$ cat config.mk
export PLATFORM = sky130hd
export DESIGN_NAME = seq_addsub
export DESIGN_NICKNAME = d
export VERILOG_FILES = /design/src/rtl/seq_addsub.sv
export SDC_FILE = /design/constraint.sdc
export NUM_CORES = 1
export LEC_CHECK = 0
export ABC_AREA = 1
export CAP_MARGIN = 20
export CORE_ASPECT_RATIO = 1.4
export CORE_MARGIN = 1.5
export CORE_UTILIZATION = 52
export CTS_CLUSTER_DIAMETER = 50
export DETAILED_ROUTE_END_ITERATION = 8
export GPL_TIMING_DRIVEN = 0
export MAX_ROUTING_LAYER = met4
export PLACE_DENSITY = 0.86
export SLEW_MARGIN = 0
export SYNTH_ARGS = -nofsm -noshare
export SYNTH_HDL_FRONTEND = slang
export SYNTH_SLANG_ARGS = --single-unit
$ cat constraint.sdc
create_clock -name clk -period 2.8 [get_ports clk]
set_clock_uncertainty 0.15 [all_clocks]
set_input_delay 0.28 -clock clk [delete_from_list [all_inputs] [get_ports clk]]
set_output_delay 0.28 -clock clk [all_outputs]
set_load 0.05 [all_outputs]
$ cat src/rtl/seq_addsub.sv
// Digit-serial adder/subtractor: DIGIT bits of A and B' are summed per clock
// through a ripple chain, with results handed back via start/busy/done.
module seq_addsub #(
  parameter int unsigned WIDTH = 16,
  parameter int unsigned DIGIT = 4
) (
  input  logic             clk,
  input  logic             rst,
  input  logic             start,
  input  logic [WIDTH-1:0] a,
  input  logic [WIDTH-1:0] b,
  input  logic             cin,
  input  logic             sub,
  output logic             busy,
  output logic             done,
  output logic [WIDTH-1:0] sum,
  output logic             cout,
  output logic             ovf
);

  localparam int unsigned N  = WIDTH / DIGIT;
  localparam int unsigned CW = (N > 1) ? $clog2(N) : 1;

  typedef enum logic [1:0] {S_IDLE, S_RUN, S_DONE} state_t;

  state_t           r_state;
  state_t           w_next;
  logic [WIDTH-1:0] r_a;
  logic [WIDTH-1:0] r_b;
  logic [WIDTH-1:0] r_work;
  logic             r_carry;
  logic [CW-1:0]    r_cnt;
  logic [WIDTH-1:0] r_sum;
  logic             r_cout;
  logic             r_ovf;

  logic             w_accept;
  logic             w_last;
  logic [DIGIT-1:0] w_dsum;
  logic [DIGIT:0]   w_c;
  logic [WIDTH-1:0] w_dig_ext;
  logic [WIDTH-1:0] w_work_next;

  assign w_accept = start && ((r_state == S_IDLE) || (r_state == S_DONE));
  assign w_last   = (r_state == S_RUN) && (r_cnt == CW'(N - 1));

  // Operands shift right each RUN cycle, so the live digit is always bits [DIGIT-1:0].
  always_comb begin
    w_c    = '0;
    w_dsum = '0;
    w_c[0] = r_carry;
    for (int unsigned i = 0; i < DIGIT; i++) begin
      w_dsum[i] = r_a[i] ^ r_b[i] ^ w_c[i];
      w_c[i+1]  = (r_a[i] & r_b[i]) | (w_c[i] & (r_a[i] ^ r_b[i]));
    end
  end

  // Finished digits enter at the top of the working register and drift down.
  always_comb begin
    w_dig_ext              = '0;
    w_dig_ext[DIGIT-1:0]   = w_dsum;
    w_work_next            = (r_work >> DIGIT) | (w_dig_ext << (WIDTH - DIGIT));
  end

  always_ff @(posedge clk) begin
    if (rst) begin
      r_state <= S_IDLE;
    end else begin
      r_state <= w_next;
    end
  end

  always_comb begin
    w_next = r_state;
    case (r_state)
      S_IDLE:  if (start) w_next = S_RUN;
      S_RUN:   if (w_last) w_next = S_DONE;
      S_DONE:  w_next = start ? S_RUN : S_IDLE;
      default: w_next = S_IDLE;
    endcase
  end

  always_comb begin
    busy = (r_state == S_RUN);
    done = (r_state == S_DONE);
    sum  = r_sum;
    cout = r_cout;
    ovf  = r_ovf;
  end

  always_ff @(posedge clk) begin
    if (rst) begin
      r_a     <= '0;
      r_b     <= '0;
      r_work  <= '0;
      r_carry <= 1'b0;
      r_cnt   <= '0;
      r_sum   <= '0;
      r_cout  <= 1'b0;
      r_ovf   <= 1'b0;
    end else if (w_accept) begin
      r_a     <= a;
      r_b     <= sub ? ~b : b;
      r_carry <= sub ? ~cin : cin;
      r_cnt   <= '0;
      r_work  <= '0;
    end else if (r_state == S_RUN) begin
      r_a     <= r_a >> DIGIT;
      r_b     <= r_b >> DIGIT;
      r_carry <= w_c[DIGIT];
      r_work  <= w_work_next;
      r_cnt   <= w_last ? '0 : r_cnt + 1'b1;
      if (w_last) begin
        r_sum  <= w_work_next;
        r_cout <= w_c[DIGIT];
        r_ovf  <= w_c[DIGIT-1] ^ w_c[DIGIT];
      end
    end
  end

endmodule
======== Yosys cells after proc, flatten, opt, wreduce, memory -nomap -nowiden ========
Index checks and enable logic that the tools add are counted.
storage, ports and cells
  register bits ........................... 71
  latch bits .............................. 0
  RAM bits ................................ 0
  ROM bits ................................ 0
  input port bits ......................... 37
  output and inout port bits .............. 20
  word-level logic and storage cells ...... 61
  memories ................................ 0
operators by class
  add/subtract/negate cells ............... 1
  multiply operators ...................... 0
  div/mod/pow operators ................... 0
  order comparisons ....................... 0
  eq/ne operators ......................... 5
  shift-type cells ........................ 0
  muxes and demuxes ....................... 13
  bitwise logic cells ..................... 25
  reductions and logical operators ........ 8
operator list
  cell                                                              number
  16-bit 2-to-1 mux                                                 5
  16-bit NOT                                                        1
  12-bit by 16-bit bitwise OR with 16-bit output                    1
  1-bit XOR                                                         9
  1-bit AND                                                         8
  2-bit 2-to-1 mux                                                  3
  2-bit one-hot mux with 3 select lines                             1
  2-bit == test (second input constant)                             2
  1-bit 2-to-1 mux                                                  4
  1-bit bitwise OR                                                  4
  3-bit AND reduction                                               1
  2-bit by 1-bit adder with 2-bit output (second input constant)    1
  2-bit by 1-bit == test with 1-bit output (second input constant)  1
  1-bit logical AND                                                 2
  2-bit zero test                                                   1
  2-bit by 1-bit != test with 1-bit output (second input constant)  1
  2-bit != test (second input constant)                             1
  1-bit NOT                                                         2
  2-bit AND reduction                                               1
  2-bit nonzero test                                                1
  2-bit OR reduction                                                1
  1-bit logical OR                                                  1

======== Longest topological paths before layout ========
  word-level depth ........................ 11
  mapped depth ............................ 10
  mapped depth without buffers ............ 10

======== Least setup slack after synthesis ========
Ideal clock, no wire load.
  kind .................................... reg-to-reg
  start point ............................. register r_a[0]
  end point ............................... register r_sum[15] (netlist: sum[15])
  library setup time ...................... 65 ps
  arrival ................................. 2004 ps
  data required time ...................... 2585 ps
  slack ................................... 581 ps
  cell stages (with the launch flop) ...... 11
  buffers on the path ..................... 0
  period minus slack after synthesis ...... 2219 ps
  path through ............................ dfxtp_1 -> fa_1 -> inv_1 -> fa_1 -> inv_1 -> fa_1 -> inv_1 -> fa_1 -> inv_1 -> nor2_1 -> nor2_1
between the ends
  longest elaborated chain between the ends .. 9
  elaborated cells on any way between the ends .. 10
  those cells by class .................... bitwise: 10
RTL lines
  what                                                RTL line  RTL
  start: declaration                                  28        logic [WIDTH-1:0] r_a;
  start signal: assignment                            108       r_a <= r_a >> DIGIT;
  1-bit XOR                                           54        w_c[i+1] = (r_a[i] & r_b[i]) | (w_c[i] & (r_a[i] ^ r_b[i]));
  1-bit AND                                           54
  1-bit bitwise OR (*)                                54
  1-bit AND (*)                                       54
  1-bit bitwise OR (*)                                54
  1-bit AND (*)                                       54
  1-bit bitwise OR (*)                                54
  1-bit XOR (*)                                       53        w_dsum[i] = r_a[i] ^ r_b[i] ^ w_c[i];
  12-bit by 16-bit bitwise OR with 16-bit output (*)  62        w_work_next = (r_work >> DIGIT) | (w_dig_ext << (WIDTH - DIGIT));
  end signal: assignment                              114       r_sum <= w_work_next;
  end: declaration                                    33        logic [WIDTH-1:0] r_sum;
Mark *: on every way between the ends. The rest lies on a longest branch, timed or not.
A chain may end at the register's enable or synchronous reset.

======== Worst setup path in the final report ========
  start point ............................. register r_state[1]
  end point ............................... output port busy
between the ends
  longest elaborated chain between the ends .. 1
RTL lines
  what                                      RTL line  RTL
  start: declaration                        26        state_t r_state;
  start signal: assignment                  69        r_state <= w_next;
  2-bit by 1-bit == test with 1-bit output  84        busy = (r_state == S_RUN);
  end: declaration                          14        output logic busy,
Every way passes these cells.

==> impl_results.md <==
- Diodes inserted: 0
- H-tree depth: 3
- TNS Setup: 0 ns
- Seq pwr share: 51.4%
- Synth Flop Type: dfxtp_1
- Met2 routed WL: 3904 um
- PwrDens: 526.1 nW/um^2
- Worst-case reg-to-reg path depth: 10
- FILL cells: 473
- FF+latch area: 1341 um^2
- Cells after Synth: 421
- Hold WS: 0.07096 ns
- Die Y: 93.61 um
- Critical Path Start: r_state[1]
- Multi-input logic area: 1399 um^2
- Clock share of power: 32.0%
- Post-route cell area: 3827 um^2
- Critical path type: reg2out
- Sw Pwr: 0.5446 mW
- Slew HR: 65.62%
- Crit path max fanout: 10
- Sw Ratio: 27.05%
- Final Critical Period: 2.541 ns
- Detail Route Antenna Nets: 0
- Pins Over Slew Limit: 0
- Starting DRC count in detailed routing: 198
- # DRC: 0
- Max_cap viols: 0
- Crit path capture: busy
- Placed Cells: 544
- Fmax: 393.5 MHz
- Metal1 wirelength: 2851 um
- Number of failing hold endpoints at the final stage: 0
- Worst setup SP type: flip-flop
- Synth area leaders: dfxtp_1 44%, nand2_1 10%, nand3_1 9.2%
- Seq/Total Area, Yosys: 43.99%
- Outcome: complete, no violations
- Die ar.: 6339 um^2
- CTS Hold Bufs: 0
- Share of cells above drive strength 1: 9.240%
- CP arrival: 2.11 ns
- Via/cell ratio: 5.432
- First-pass GRT wire length: 12440 um
- Clock latency on the worst-skew pair: 0.34 ns
- Total core area: 5565 um^2
- Clk pin slew, worst setup/hold paths: 0.06 ns
- Post-DP Area: 3685 um^2
- Initial antenna violation count: 0
- Ports: 57
- Number of flops mapped to enable cells by yosys: 0
- Vias in the first global route: 2866
- CTS Sinks: 67
- Top Metal Used: met4
- Initial Util: 54.79%
- Post-CTS Repair Setup Buffers: 0
- Average size of a mapped cell: 7.243 um^2
- Yosys top cell area share: 43.99%
- Yosys warnings: 0
- Most frequent cell after synthesis: nand2_1
- Std-Cell Rows: 32
- Reg-to-reg slack, setup: 0.44 ns
- CP endpoint kind: primary output
- Period Utilization, post-route: 90.75%
- CTS tree: yes
- Synth async-reset ratio: 0%
- GRT Total Usage: 26.84%
- Slew @ Worst Pin: 0.5157 ns
- Post-cts repair resize count: 0
- Maximum vdd drop: 0.3337 mV
- Finish-stage setup viols: 0
- CTS root buf: clkbuf_8
- Post-Syn Area: 3049 um^2
- Via count of the routed design: 3015
- Routed met3 length: 375 um
- Routed WL: 7362 um
- Die width: 67.72 um
- Syn Nets: 463
- Number of I/O port buffers: 55
- Reg-to-Reg End: sum[15]
- Cell taking the most area after synthesis: dfxtp_1
- CTS buffer count: 9
- Final Total Pwr: 2.014 mW
- Internal Pwr Total: 1.469 mW
- Setup slack at placement: 0.4532 ns
- Detailed Place HPWL: 5365 um
- Largest net degree at the start of global routing: 11
- Layout area overhead: 25.52%
- Worst r2r src: r_a[0]
- CP required: 2.37 ns
- Synth top cells by count: 81 x nand2_1, 67 x dfxtp_1, 56 x nand3_1
- Hold Crit Class: in2reg
- Final #Nets: 529
- Fin util: 68.77%
- Comb power frac: 16.6%
- Netlist cell types: 26
- Grt ovf: 0
- Fin cells: 555
- RSZ-0062 raised after global routing: no
- Clock buffer depth: 2
- RD Place Congestion: 0.9847
- Lkg Pwr: 1.676 nW
- Post-route setup slack: 0.2589 ns
- Drt pass-1 iters: 5
- Synthesized flop and latch total: 67
- Post-DR wirelength/cell: 13.26 um
[critical path, cell delays in order, from the launching register on]
cell	delay (ns)
dfxtp_1	0.37
inv_2	0.19
nand2_4	0.10
inv_2	0.06
buf_2	0.21
clkdlybuf4s50_1	0.84
[area by class of cell]
type | instances | share of cell area [%]
clock inverter | 1 | 0.1308
buffer | 26 | 4.250
clock buffer | 10 | 3.596
sequential | 67 | 35.04
tap | 68 | 2.223
timing repair buffer | 55 | 14.38
inverter | 39 | 3.825
multi-input combinational | 289 | 36.55
[cell usage in the layout, fill, tap and decap left out, drive strengths merged]
| cell type | instances |
|---|---|
| nand3b | 1 |
| nor3 | 12 |
| fa | 4 |
| clkdlybuf4s50 | 55 |
| or2 | 3 |
| clkinv | 1 |
| xnor2 | 1 |
| ha | 1 |
| buf | 21 |
| nand3 | 56 |
| dfxtp | 67 |
| clkbuf | 15 |
| nor2 | 53 |
| o21ai | 37 |
| xor2 | 1 |
| a21oi | 36 |
| inv | 39 |
| nand2 | 84 |
[worst min path at each step]
stage          startpoint  cells past startpoint  slack (ns)          to
3_3_place_gp   r_work[10]                      2        0.29   r_work[6]
3_5_place_dp    r_work[7]                      2        0.30   r_work[7]
5_1_grt               rst                      2        0.09  r_state[0]
6_report              rst                      2        0.07  r_state[0]
4_1_cts               rst                      2        0.06  r_state[0]
2_1_floorplan       a[12]                      2        0.26     r_a[12]
[state kept, by name (all words and copies together), names as in the netlist]
name / flops
r_carry: 1
ovf: 1
sum: 16
r_a: 16
r_b: 16
r_state: 2
r_cnt: 2
r_work: 12
cout: 1
[metal layers]
| layer | vias up | GRT usage [%] |
|---|---|---|
| li1 | 1489 | - |
| met1 | 1373 | 28.87 |
| met2 | 126 | 45.92 |
| met3 | 27 | 5.174 |
| met4 | 0 | 13.27 |
| met5 | - | - |
[cells by family after synthesis]
group / count (synthesis) / share of synthesized area [%]
compound gates: 73 / 11.98
xor+xnor: 2 / 0.5746
fa+ha+maj: 5 / 3.037
buf+inv: 65 / 10.13
flops: 67 / 43.99
simple gates: 209 / 30.28
[power by group through the flow]
stage	registers [mW]	clock network [mW]	logic (mW)
final	1.04	0.644	0.334
after global placement	1.05	0	0.322
after global routing	1.04	0.691	0.374
after floorplan	1.05	0	0.217
after CTS	1.03	0.647	0.333
after detailed placement	1.05	0	0.331
No activity file was read; power rests on OpenSTA's default activity.
